### config.mk
export PLATFORM = sky130hd
export DESIGN_NAME = rgb_maxmin_pipe_flat
export DESIGN_NICKNAME = d
export VERILOG_FILES = /design/src/rtl/rgb_maxmin_pipe_if.sv /design/src/rtl/rgb_maxmin_pipe.sv /design/src/flat_wrapper.sv
export SDC_FILE = /design/constraint.sdc
export NUM_CORES = 1
export LEC_CHECK = 0
export CAP_MARGIN = 5
export CORE_ASPECT_RATIO = 1.25
export CORE_MARGIN = 1
export CORE_UTILIZATION = 48
export CTS_CLUSTER_SIZE = 24
export DETAILED_ROUTE_END_ITERATION = 12
export GPL_TIMING_DRIVEN = 0
export PLACE_DENSITY = 0.85
export SLEW_MARGIN = 20
export SYNTH_ARGS = -nofsm -noshare
export SYNTH_HDL_FRONTEND = slang
export SYNTH_SLANG_ARGS = --single-unit
export TNS_END_PERCENT = 10
### constraint.sdc
create_clock -name clk -period 3.2 [get_ports clk]
set_input_delay 0.96 -clock clk [delete_from_list [all_inputs] [get_ports clk]]
set_output_delay 0.96 -clock clk [all_outputs]
set_load 0.005 [all_outputs]
### src/rtl/rgb_maxmin_pipe_if.sv
// Pixel-stream bundle for rgb_maxmin_pipe: RGB plus tag in, max/min/delta out,
// with valid/ready handshakes on both sides.
interface rgb_maxmin_pipe_if #(
  parameter int WIDTH  = 8,
  parameter int USER_W = 2
);
  logic [WIDTH-1:0]  r_in;
  logic [WIDTH-1:0]  g_in;
  logic [WIDTH-1:0]  b_in;
  logic [USER_W-1:0] user_in;
  logic              valid_in;
  logic              ready_out;

  logic [WIDTH-1:0]  v;
  logic [WIDTH-1:0]  min;
  logic [WIDTH-1:0]  delta;
  logic [1:0]        max_sel;
  logic              gray;
  logic [USER_W-1:0] user_out;
  logic              valid_out;
  logic              ready_in;

  modport master (
    output r_in, g_in, b_in, user_in, valid_in, ready_in,
    input  ready_out, v, min, delta, max_sel, gray, user_out, valid_out
  );

  modport slave (
    input  r_in, g_in, b_in, user_in, valid_in, ready_in,
    output ready_out, v, min, delta, max_sel, gray, user_out, valid_out
  );
endinterface

### src/rtl/rgb_maxmin_pipe.sv
// Two-stage max/min extractor for the RGB-to-HSV front end: stage 1 orders R/G,
// stage 2 folds in B and produces V, MIN, DELTA, max-channel index and gray flag.
module rgb_maxmin_pipe #(
  parameter int WIDTH  = 8,
  parameter int USER_W = 2
) (
  input  logic              clk,
  input  logic              rst_n,
  rgb_maxmin_pipe_if.slave  bus
);

  logic              s1_valid;
  logic [WIDTH-1:0]  s1_max;
  logic [WIDTH-1:0]  s1_min;
  logic [WIDTH-1:0]  s1_b;
  logic              s1_sel;
  logic [USER_W-1:0] s1_user;
  logic              s2_valid;

  logic              load1;
  logic              load2;
  logic              rg_ge;
  logic              hi_ge_b;
  logic              lo_le_b;
  logic [WIDTH-1:0]  v_nxt;
  logic [WIDTH-1:0]  min_nxt;

  // A stage may load whenever it is empty or its contents move on this cycle,
  // so bubbles collapse even while the output is stalled.
  assign load2         = !s2_valid || bus.ready_in;
  assign load1         = !s1_valid || load2;
  assign bus.ready_out = load1;
  assign bus.valid_out = s2_valid;

  assign rg_ge   = bus.r_in >= bus.g_in;
  assign hi_ge_b = s1_max >= s1_b;
  assign lo_le_b = s1_min <= s1_b;
  assign v_nxt   = hi_ge_b ? s1_max : s1_b;
  assign min_nxt = lo_le_b ? s1_min : s1_b;

  always_ff @(posedge clk or negedge rst_n) begin
    if (!rst_n) begin
      s1_valid <= 1'b0;
      s1_max   <= '0;
      s1_min   <= '0;
      s1_b     <= '0;
      s1_sel   <= 1'b0;
      s1_user  <= '0;
    end else if (load1) begin
      s1_valid <= bus.valid_in;
      if (bus.valid_in) begin
        s1_max  <= rg_ge ? bus.r_in : bus.g_in;
        s1_min  <= rg_ge ? bus.g_in : bus.r_in;
        s1_sel  <= !rg_ge;
        s1_b    <= bus.b_in;
        s1_user <= bus.user_in;
      end
    end
  end

  // The >= compares give ties to the earlier channel, so R beats G beats B.
  always_ff @(posedge clk or negedge rst_n) begin
    if (!rst_n) begin
      s2_valid     <= 1'b0;
      bus.v        <= '0;
      bus.min      <= '0;
      bus.delta    <= '0;
      bus.max_sel  <= 2'd0;
      bus.gray     <= 1'b1;
      bus.user_out <= '0;
    end else if (load2) begin
      s2_valid <= s1_valid;
      if (s1_valid) begin
        bus.v        <= v_nxt;
        bus.min      <= min_nxt;
        bus.delta    <= v_nxt - min_nxt;
        bus.max_sel  <= hi_ge_b ? {1'b0, s1_sel} : 2'd2;
        bus.gray     <= (v_nxt == min_nxt);
        bus.user_out <= s1_user;
      end
    end
  end

endmodule

### src/flat_wrapper.sv
// flat-port wrapper written by rule: the top's interface ports become plain ports
module rgb_maxmin_pipe_flat 
#(
  parameter int WIDTH  = 8,
  parameter int USER_W = 2
)
  (clk, rst_n, bus_r_in, bus_g_in, bus_b_in, bus_user_in, bus_valid_in, bus_ready_in, bus_ready_out, bus_v, bus_min, bus_delta, bus_max_sel, bus_gray, bus_user_out, bus_valid_out);
  rgb_maxmin_pipe_if #(.WIDTH(WIDTH), .USER_W(USER_W)) bus_i ();
  input  logic clk;
  input  logic rst_n;
  input wire logic [$bits(bus_i.r_in)-1:0] bus_r_in;
  input wire logic [$bits(bus_i.g_in)-1:0] bus_g_in;
  input wire logic [$bits(bus_i.b_in)-1:0] bus_b_in;
  input wire logic [$bits(bus_i.user_in)-1:0] bus_user_in;
  input wire logic [$bits(bus_i.valid_in)-1:0] bus_valid_in;
  input wire logic [$bits(bus_i.ready_in)-1:0] bus_ready_in;
  output wire logic [$bits(bus_i.ready_out)-1:0] bus_ready_out;
  output wire logic [$bits(bus_i.v)-1:0] bus_v;
  output wire logic [$bits(bus_i.min)-1:0] bus_min;
  output wire logic [$bits(bus_i.delta)-1:0] bus_delta;
  output wire logic [$bits(bus_i.max_sel)-1:0] bus_max_sel;
  output wire logic [$bits(bus_i.gray)-1:0] bus_gray;
  output wire logic [$bits(bus_i.user_out)-1:0] bus_user_out;
  output wire logic [$bits(bus_i.valid_out)-1:0] bus_valid_out;
  assign bus_i.r_in = bus_r_in;
  assign bus_i.g_in = bus_g_in;
  assign bus_i.b_in = bus_b_in;
  assign bus_i.user_in = bus_user_in;
  assign bus_i.valid_in = bus_valid_in;
  assign bus_i.ready_in = bus_ready_in;
  assign bus_ready_out = bus_i.ready_out;
  assign bus_v = bus_i.v;
  assign bus_min = bus_i.min;
  assign bus_delta = bus_i.delta;
  assign bus_max_sel = bus_i.max_sel;
  assign bus_gray = bus_i.gray;
  assign bus_user_out = bus_i.user_out;
  assign bus_valid_out = bus_i.valid_out;
  rgb_maxmin_pipe #(.WIDTH(WIDTH), .USER_W(USER_W)) u_core (.clk(clk), .rst_n(rst_n), .bus(bus_i));
endmodule
==> run metrics <==
status complete, but fails checks; violated checks negative setup slack; Max VDD drop 0.318 mV; worst setup margin -0.335 ns; Startpoint Class flip-flop; Worst Path Required 3.42 ns; Worst Tran Pin Value 0.717 ns; Clock Root Buffer clkbuf_8; diode count 0; Worst path slowest cell dfrtp_1; DRC 0; GR Overflow Total 0; wire per inst 15.1 µm; clk slew on worst S/H paths approximately 0.060 ns; gpl congestion 0.863; CP peak stage delay 0.39 ns; largest net degree at the start of global routing 59; Clock Latency Late Sink approximately 0.33 ns; Fin Hold WS 0.468 ns; share of flip-flops with an asynchronous set or reset 100%; cell count after synthesis around 350; Worst slew margin 52.2%; share of layout cells above drive strength 1 18.9%; period utilization 110%; initial antenna violation count 0; worst hold-check path type flip-flop to flip-flop; RSZ-0062 raised after global routing true; vias in the first global route 2775; commonest non-fill, non-tap cell in the layout nand2_1; mean post-synth cell area 9.54 µm²; detailed router's first-iteration violation count 251; CTS tree done; Syn Std Cell Area 0.00331 mm²; Util after Layout 68.6%; total CTS buffers 9; r2r setup slk -0.34 ns; Die Y 94.9 µm; Die ar. between 0.007 and 0.008 mm²; Setup crit end kind flip-flop; Yosys cell types 43; nets 496; #FFs+latches synth 58; Setup Skew between 0.01 and 0.015 ns; global-route wire length before repair about 13000 µm; worst path cell trace ha_1 -> nand2b_4 -> a211oi_4 -> o21bai_2 -> a211oi_2 -> buf_6 -> mux2i_4 -> inv_2 -> ha_4 -> nor2b_4 -> o21ai_2 -> a21oi_2 -> o21ai_2 -> a211oi_2 -> o211a_1 -> a221o_1; WP data arrival 3.76 ns; I/O Buffers 60; critical setup path kind flip-flop to flip-flop; row count 33; Hold Violations, Final 0; CTS sink cnt 58; CORE AREA 0.00661 mm²; pwr dens approximately 740 mW/mm²; fin. max-slew vios 0; Antenna Nets Post-Route 0; htree depth 3; Leak 0.00210 µW; Post-synth EDFFs 0; routed wire length 7950 µm; All-Layer GR Usage 22.4%; Die W between 70 and 80 µm; DP Wirelength about 5500 µm; First-pass DRT Iterations 4; Via Count between 2000 and 3000; clock tree buffer depth 2; YS warnings 0; Initial Util 50.1%; Post-Syn Nets 409; Max-Cap Viols 0; # IOs 61; Max Freq 283 MHz; main flop type after synthesis dfrtp_1; setup TNS -0.848 ns; Crit Path Max Fanout 5; commonest cells after routing, fill and taps aside 66 x nand2_1, 59 x clkdlybuf4s50_1, 57 x dfrtp_1; final setup vio count 3; Vias/cell between 5 and 6; fin crit period 3.54 ns; Seq/Total Area, Yosys 43.9%; Area Overhead vs Synth 36.8%
-- cells in the mapped netlist (2+ instances only) --
| master | instances | area (µm²) |
|---|---|---|
| nand2_1 | 66 | 248 |
| dfrtp_1 | 57 | 1430 |
| o21ai_0 | 39 | 195 |
| ha_1 | 31 | 388 |
| inv_1 | 23 | 86.3 |
| a21oi_1 | 18 | 90.1 |
| mux2i_1 | 18 | 180 |
| mux2_2 | 15 | 169 |
| nor2_1 | 11 | 41.3 |
| clkbuf_1 | 10 | 37.5 |
| nand2b_1 | 6 | 37.5 |
| a21o_1 | 4 | 30.0 |
| nand3_1 | 4 | 20.0 |
| o21ai_1 | 4 | 20.0 |
| a211oi_1 | 3 | 22.5 |
| nand4_1 | 3 | 18.8 |
| xnor2_1 | 3 | 26.3 |
| and2_1 | 2 | 12.5 |
| buf_2 | 2 | 10.0 |
| nor2b_1 | 2 | 12.5 |
| o211a_1 | 2 | 20.0 |
| o21bai_1 | 2 | 15.0 |
| xor2_1 | 2 | 17.5 |
-- path summary, 6_finish.rpt --
kind | end | start | depth (start not counted)
worst max register to register | u_core.bus.delta[7] | u_core.s1_b[0] | 16
worst min register to register | u_core.bus.user_out[1] | u_core.s1_user[1] | 2
worst min-delay path | u_core.bus.user_out[1] | u_core.s1_user[1] | 2
min in group asynchronous | u_core.bus.min[1] | rst_n | 1
max in group asynchronous | u_core.s1_min[4] | rst_n | 1
worst max-delay path | u_core.bus.delta[7] | u_core.s1_b[0] | 16
-- logic make-up after synthesis --
family	Yosys count	synth area share, %
AND/OR/NAND/NOR	102	13.4
multiplexers	33	10.5
XOR/XNOR	5	1.32
AO/OA/AOI/OAI	81	14.2
buffers and inverters	36	4.27
adder cells (fa/ha/maj)	32	12.3
flip-flops	58	43.9
-- per-stage QoR --
step	power (µW)	cells	instance area (µm²)	setup WS [ns]
after CTS	3040	521	4330	-0.194
after global placement	2290	494	4030	-0.515
final	3360	526	4530	-0.335
after detailed placement	2340	494	4030	-0.633
after global routing	3570	526	4530	-0.495
after floorplan	1810	347	3320	-0.109
-- repair_timing --
item / 4_1_cts / 5_1_grt
hold buffers: 0 / 0
buffers inserted: 11 / 5
gates resized for setup: 16 / 34
pin swaps: 8 / 13
endpoints found under the setup margin: 6 / 15
-- registers in the layout (all words and copies together), names as in the netlist --
register,count
u_core.s1_max,8
u_core.s1_user,2
u_core.bus.min,8
u_core.bus.valid_out,1
u_core.s1_sel,1
u_core.bus.delta,8
u_core.s1_b,8
u_core.bus.user_out,2
u_core.s1_valid,1
u_core.bus.v,8
u_core.bus.gray,1
u_core.bus.max_sel,2
u_core.s1_min,8
-- layer usage --
layer / part of all wire, % / wire length (µm) / track usage [%] / vias up
met1: 40 / 3210 / 25.6 / 1367
met3: 3.6 / 286 / 5.51 / 22
met4: 3.1 / 243 / 12.0 / 0
li1: - / - / - / 1370
met2: 53 / 4220 / 39.0 / 81
met5: 0 / 0 / 0 / -
-- power breakdown --
part	total, µW	internal, µW	switching [µW]
Combinational	1740	917	821
Sequential	1050	926	128
Clock	567	304	263
Total	3360	2150	1210
-- worst max-delay path, delay by kind of cell (launching register included) --
family,cells,cell delay (ns)
mux,1,0.28
fa+ha+maj,2,0.55
flops,1,0.39
buf+inv,2,0.26
simple gates,2,0.27
compound gates,9,1.68
-- layout make-up --
cell class                      count  area, µm²
Buffer                             13       68.8
Clock buffer                       16        160
Fill cell                         476       2080
Inverter                           23       86.3
Multi-Input combinational cell    253       1930
Sequential cell                    58       1450
Tap cell                           87        109
Timing Repair Buffer               76        722
Power figures use the tool's default switching activity.
==> RTL change (config.mk and constraints unchanged) <==
`WIDTH` is set to 8 in 3 places; all go to 10.
--- a/src/rtl/rgb_maxmin_pipe_if.sv
+++ b/src/rtl/rgb_maxmin_pipe_if.sv
@@ -1,7 +1,7 @@
 // Pixel-stream bundle for rgb_maxmin_pipe: RGB plus tag in, max/min/delta out,
 // with valid/ready handshakes on both sides.
 interface rgb_maxmin_pipe_if #(
-  parameter int WIDTH  = 8,
+  parameter int WIDTH  = 10,
   parameter int USER_W = 2
 );
   logic [WIDTH-1:0]  r_in;
--- a/src/rtl/rgb_maxmin_pipe.sv
+++ b/src/rtl/rgb_maxmin_pipe.sv
@@ -1,7 +1,7 @@
 // Two-stage max/min extractor for the RGB-to-HSV front end: stage 1 orders R/G,
 // stage 2 folds in B and produces V, MIN, DELTA, max-channel index and gray flag.
 module rgb_maxmin_pipe #(
-  parameter int WIDTH  = 8,
+  parameter int WIDTH  = 10,
   parameter int USER_W = 2
 ) (
   input  logic              clk,
--- a/src/flat_wrapper.sv
+++ b/src/flat_wrapper.sv
@@ -1,7 +1,7 @@
 // flat-port wrapper written by rule: the top's interface ports become plain ports
 module rgb_maxmin_pipe_flat 
 #(
-  parameter int WIDTH  = 8,
+  parameter int WIDTH  = 10,
   parameter int USER_W = 2
 )
   (clk, rst_n, bus_r_in, bus_g_in, bus_b_in, bus_user_in, bus_valid_in, bus_ready_in, bus_ready_out, bus_v, bus_min, bus_delta, bus_max_sel, bus_gray, bus_user_out, bus_valid_out);
Ports: changed (6 resized); port bits go from 61 to 73. The function was not compared with the original's and may differ.
==> RTL change against the original RTL <==
  * The run ends with design-rule violations, negative setup slack left
  * Design area is 24% higher
  * Cell count is 15% higher
  * Core utilization down 0.24 points
  * Synthesized area increased by 23%
  * Setup slack worse by 0.054 ns
  * Via count up 18%
  * Sequential cell count increased by 12
  * Critical path depth down 2
  * Routed wire length rose by 23%
  * Count of clock-buffer cells in the layout down 4
  * Non-clock buffer count grew 21
  * Total power rose by 27%
==> RTL change: results (changes against the original RTL) <==
peak fanout along the critical path: 6 (+1)
Via-to-Cell Ratio: 5.56 (+2.9%)
Root Buffer: sky130_fd_sc_hd__clkbuf_8
routed length per instance: 16.2 microns (+7.2%)
placed inst area: 0.00503 sq mm (+25%)
Critical Path Slowest Stage Cell: sky130_fd_sc_hd__or4_4
kind of cell adding the most delay to the critical path: simple AND/OR/NAND/NOR gates
stage delay of the slowest cell on the critical path: 0.54 ns (+0.15 ns)
count of mapped cells out of synthesis: 394 (+14%)
maximum number of pins on one net before global-route repair: 39 (-34%)
share of post-route cells with drive strength above 1: 0.237 (+0.0481)
Arr. time, crit path: 3.81 ns (+0.05 ns)
fraction of the mapped netlist area in compound gates: 0.124 (-0.0185)
cts bufs inserted: 9 (unchanged)
met3 capacity usage during global routing: 0.0371 (-0.0179)
status: complete, but fails checks
synthesized net count: 470 (+15%)
routed wire length: 9770 microns (+23%)
count of endpoints failing setup in the final report: 8 (+5)
Async S/R FF share, synth: 1.00 (unchanged)
leakage: 2.53 nW (+20%)
number of search-and-repair iterations in the first detailed-routing pass: 8 (+4)
number of remaining DRC errors: 4 (+4)
failing checks: design-rule violations, negative setup slack
worst-case vdd ir drop: 0.307 mV (-3.3%)
clock slew at the register clock pins of the worst setup and hold paths: 0.07 ns
routability congestion estimate from global placement: 0.890 (+3.2%)
multiplexer area fraction after synthesis: 0.165 (+0.0600)
Setup WS post-layout: -0.390 ns (-0.0543 ns)
adder and majority cell fraction of the synthesized area: 0.125 (+0.00169)
placed insts: 564 (+14%)
number of nets in the finished design: 577 (+16%)
clock latency on the worst-skew pair: 0.35 ns (+0.02 ns)
total half-perimeter wirelength after legalization and detailed placement: 7200 microns (+31%)
routing usage on met1: 0.274 (+0.0176)
count of distinct cell types in the synthesized netlist: 40 (-7.0%)
postcts setup bufs: 16 (+5)
most frequent cells after synthesis: 69 x sky130_fd_sc_hd__dfrtp_1, 51 x sky130_fd_sc_hd__nand2_1, 51 x sky130_fd_sc_hd__o21ai_0
transition time at the pin with the least slew margin: 0.619 ns (-0.0983 ns)
via count of the first global-routing pass: 3373 (+22%)
number of enable-type register cells in the synthesized netlist: 0 (unchanged)
first-iteration detailed-routing DRC count: 129 (-49%)
GR Util met2: 0.411 (+0.0206)
top cells by area in the synthesized netlist: sky130_fd_sc_hd__dfrtp_1 42%, sky130_fd_sc_hd__ha_1 12%, sky130_fd_sc_hd__mux2_2 9.4%
global-route wire length before repair: 16000 microns (+28%)
number of port buffers: 72 (+20%)
Post-Synth XOR/XNOR Area: 0.0151 (+0.00185)
sequential fraction of the synthesis area: 0.431 (-0.00780)
Resized Gates After CTS: 24 (+8)
maximum level of the CTS H-tree: 3 (unchanged)
total track usage: 0.231 (+0.00694)
setup slack at placement: -0.648 ns (-0.0140 ns)
initial antenna violation count: 0 (unchanged)
setup skew after layout: 0.0100 ns (-0.000459 ns)
power density over cell area: 755 mW/mm^2 (+1.8%)
Total Negative Setup Slacks: -2.05 ns (-1.21 ns)
diode insertion count for antenna repair: 0 (unchanged)
[RTL change: area by class of cell]
class | instances | area (sq um)
clock buffers | 12 | 155
repair buffers | 97 | 942
fillers | 607 | 2610
clock inverters | 4 | 45.0
plain buffers | 13 | 56.3
inverters | 25 | 93.8
flip-flops and latches | 70 | 1750
multi-input cells | 285 | 2460
well taps | 97 | 121
[RTL change: worst min-delay path, delay by kind of cell, from the launching register on]
kind	cells	cell delay, ns
flops	1	0.35
compound gates	1	0.06
simple gates	1	0.04
[RTL change: final timing paths]
kind	startpoint	end	slack, ns	depth (start not counted)
max in group asynchronous	rst_n	u_core.s1_b[5]$_DFFE_PN0P_	2.10	2
hold reg to reg	u_core.bus.delta[2]$_DFFE_PN0P_	u_core.bus.delta[2]$_DFFE_PN0P_	0.48	2
hold / removal	u_core.bus.delta[2]$_DFFE_PN0P_	u_core.bus.delta[2]$_DFFE_PN0P_	0.48	2
min in group asynchronous	rst_n	u_core.bus.min[1]$_DFFE_PN0P_	0.54	1
setup / recovery	u_core.s1_b[7]$_DFFE_PN0P_	u_core.bus.delta[9]$_DFFE_PN0P_	-0.39	14
setup reg to reg	u_core.s1_b[7]$_DFFE_PN0P_	u_core.bus.delta[9]$_DFFE_PN0P_	-0.39	14
[RTL change: where the power goes]
group / leakage, nW / total (mW) / switching [mW] / internal [mW]
clock: 0.106 / 0.718 / 0.320 / 0.399
sequential: 0.842 / 1.32 / 0.177 / 1.14
combinational: 1.58 / 2.22 / 0.977 / 1.24
total: 2.53 / 4.25 / 1.47 / 2.78
[RTL change: routing by layer]
layer / vias up / part of all wire
met4: 0 / 0.027
li1: 1614 / -
met5: - / 0
met2: 83 / 0.52
met3: 21 / 0.031
met1: 1632 / 0.42
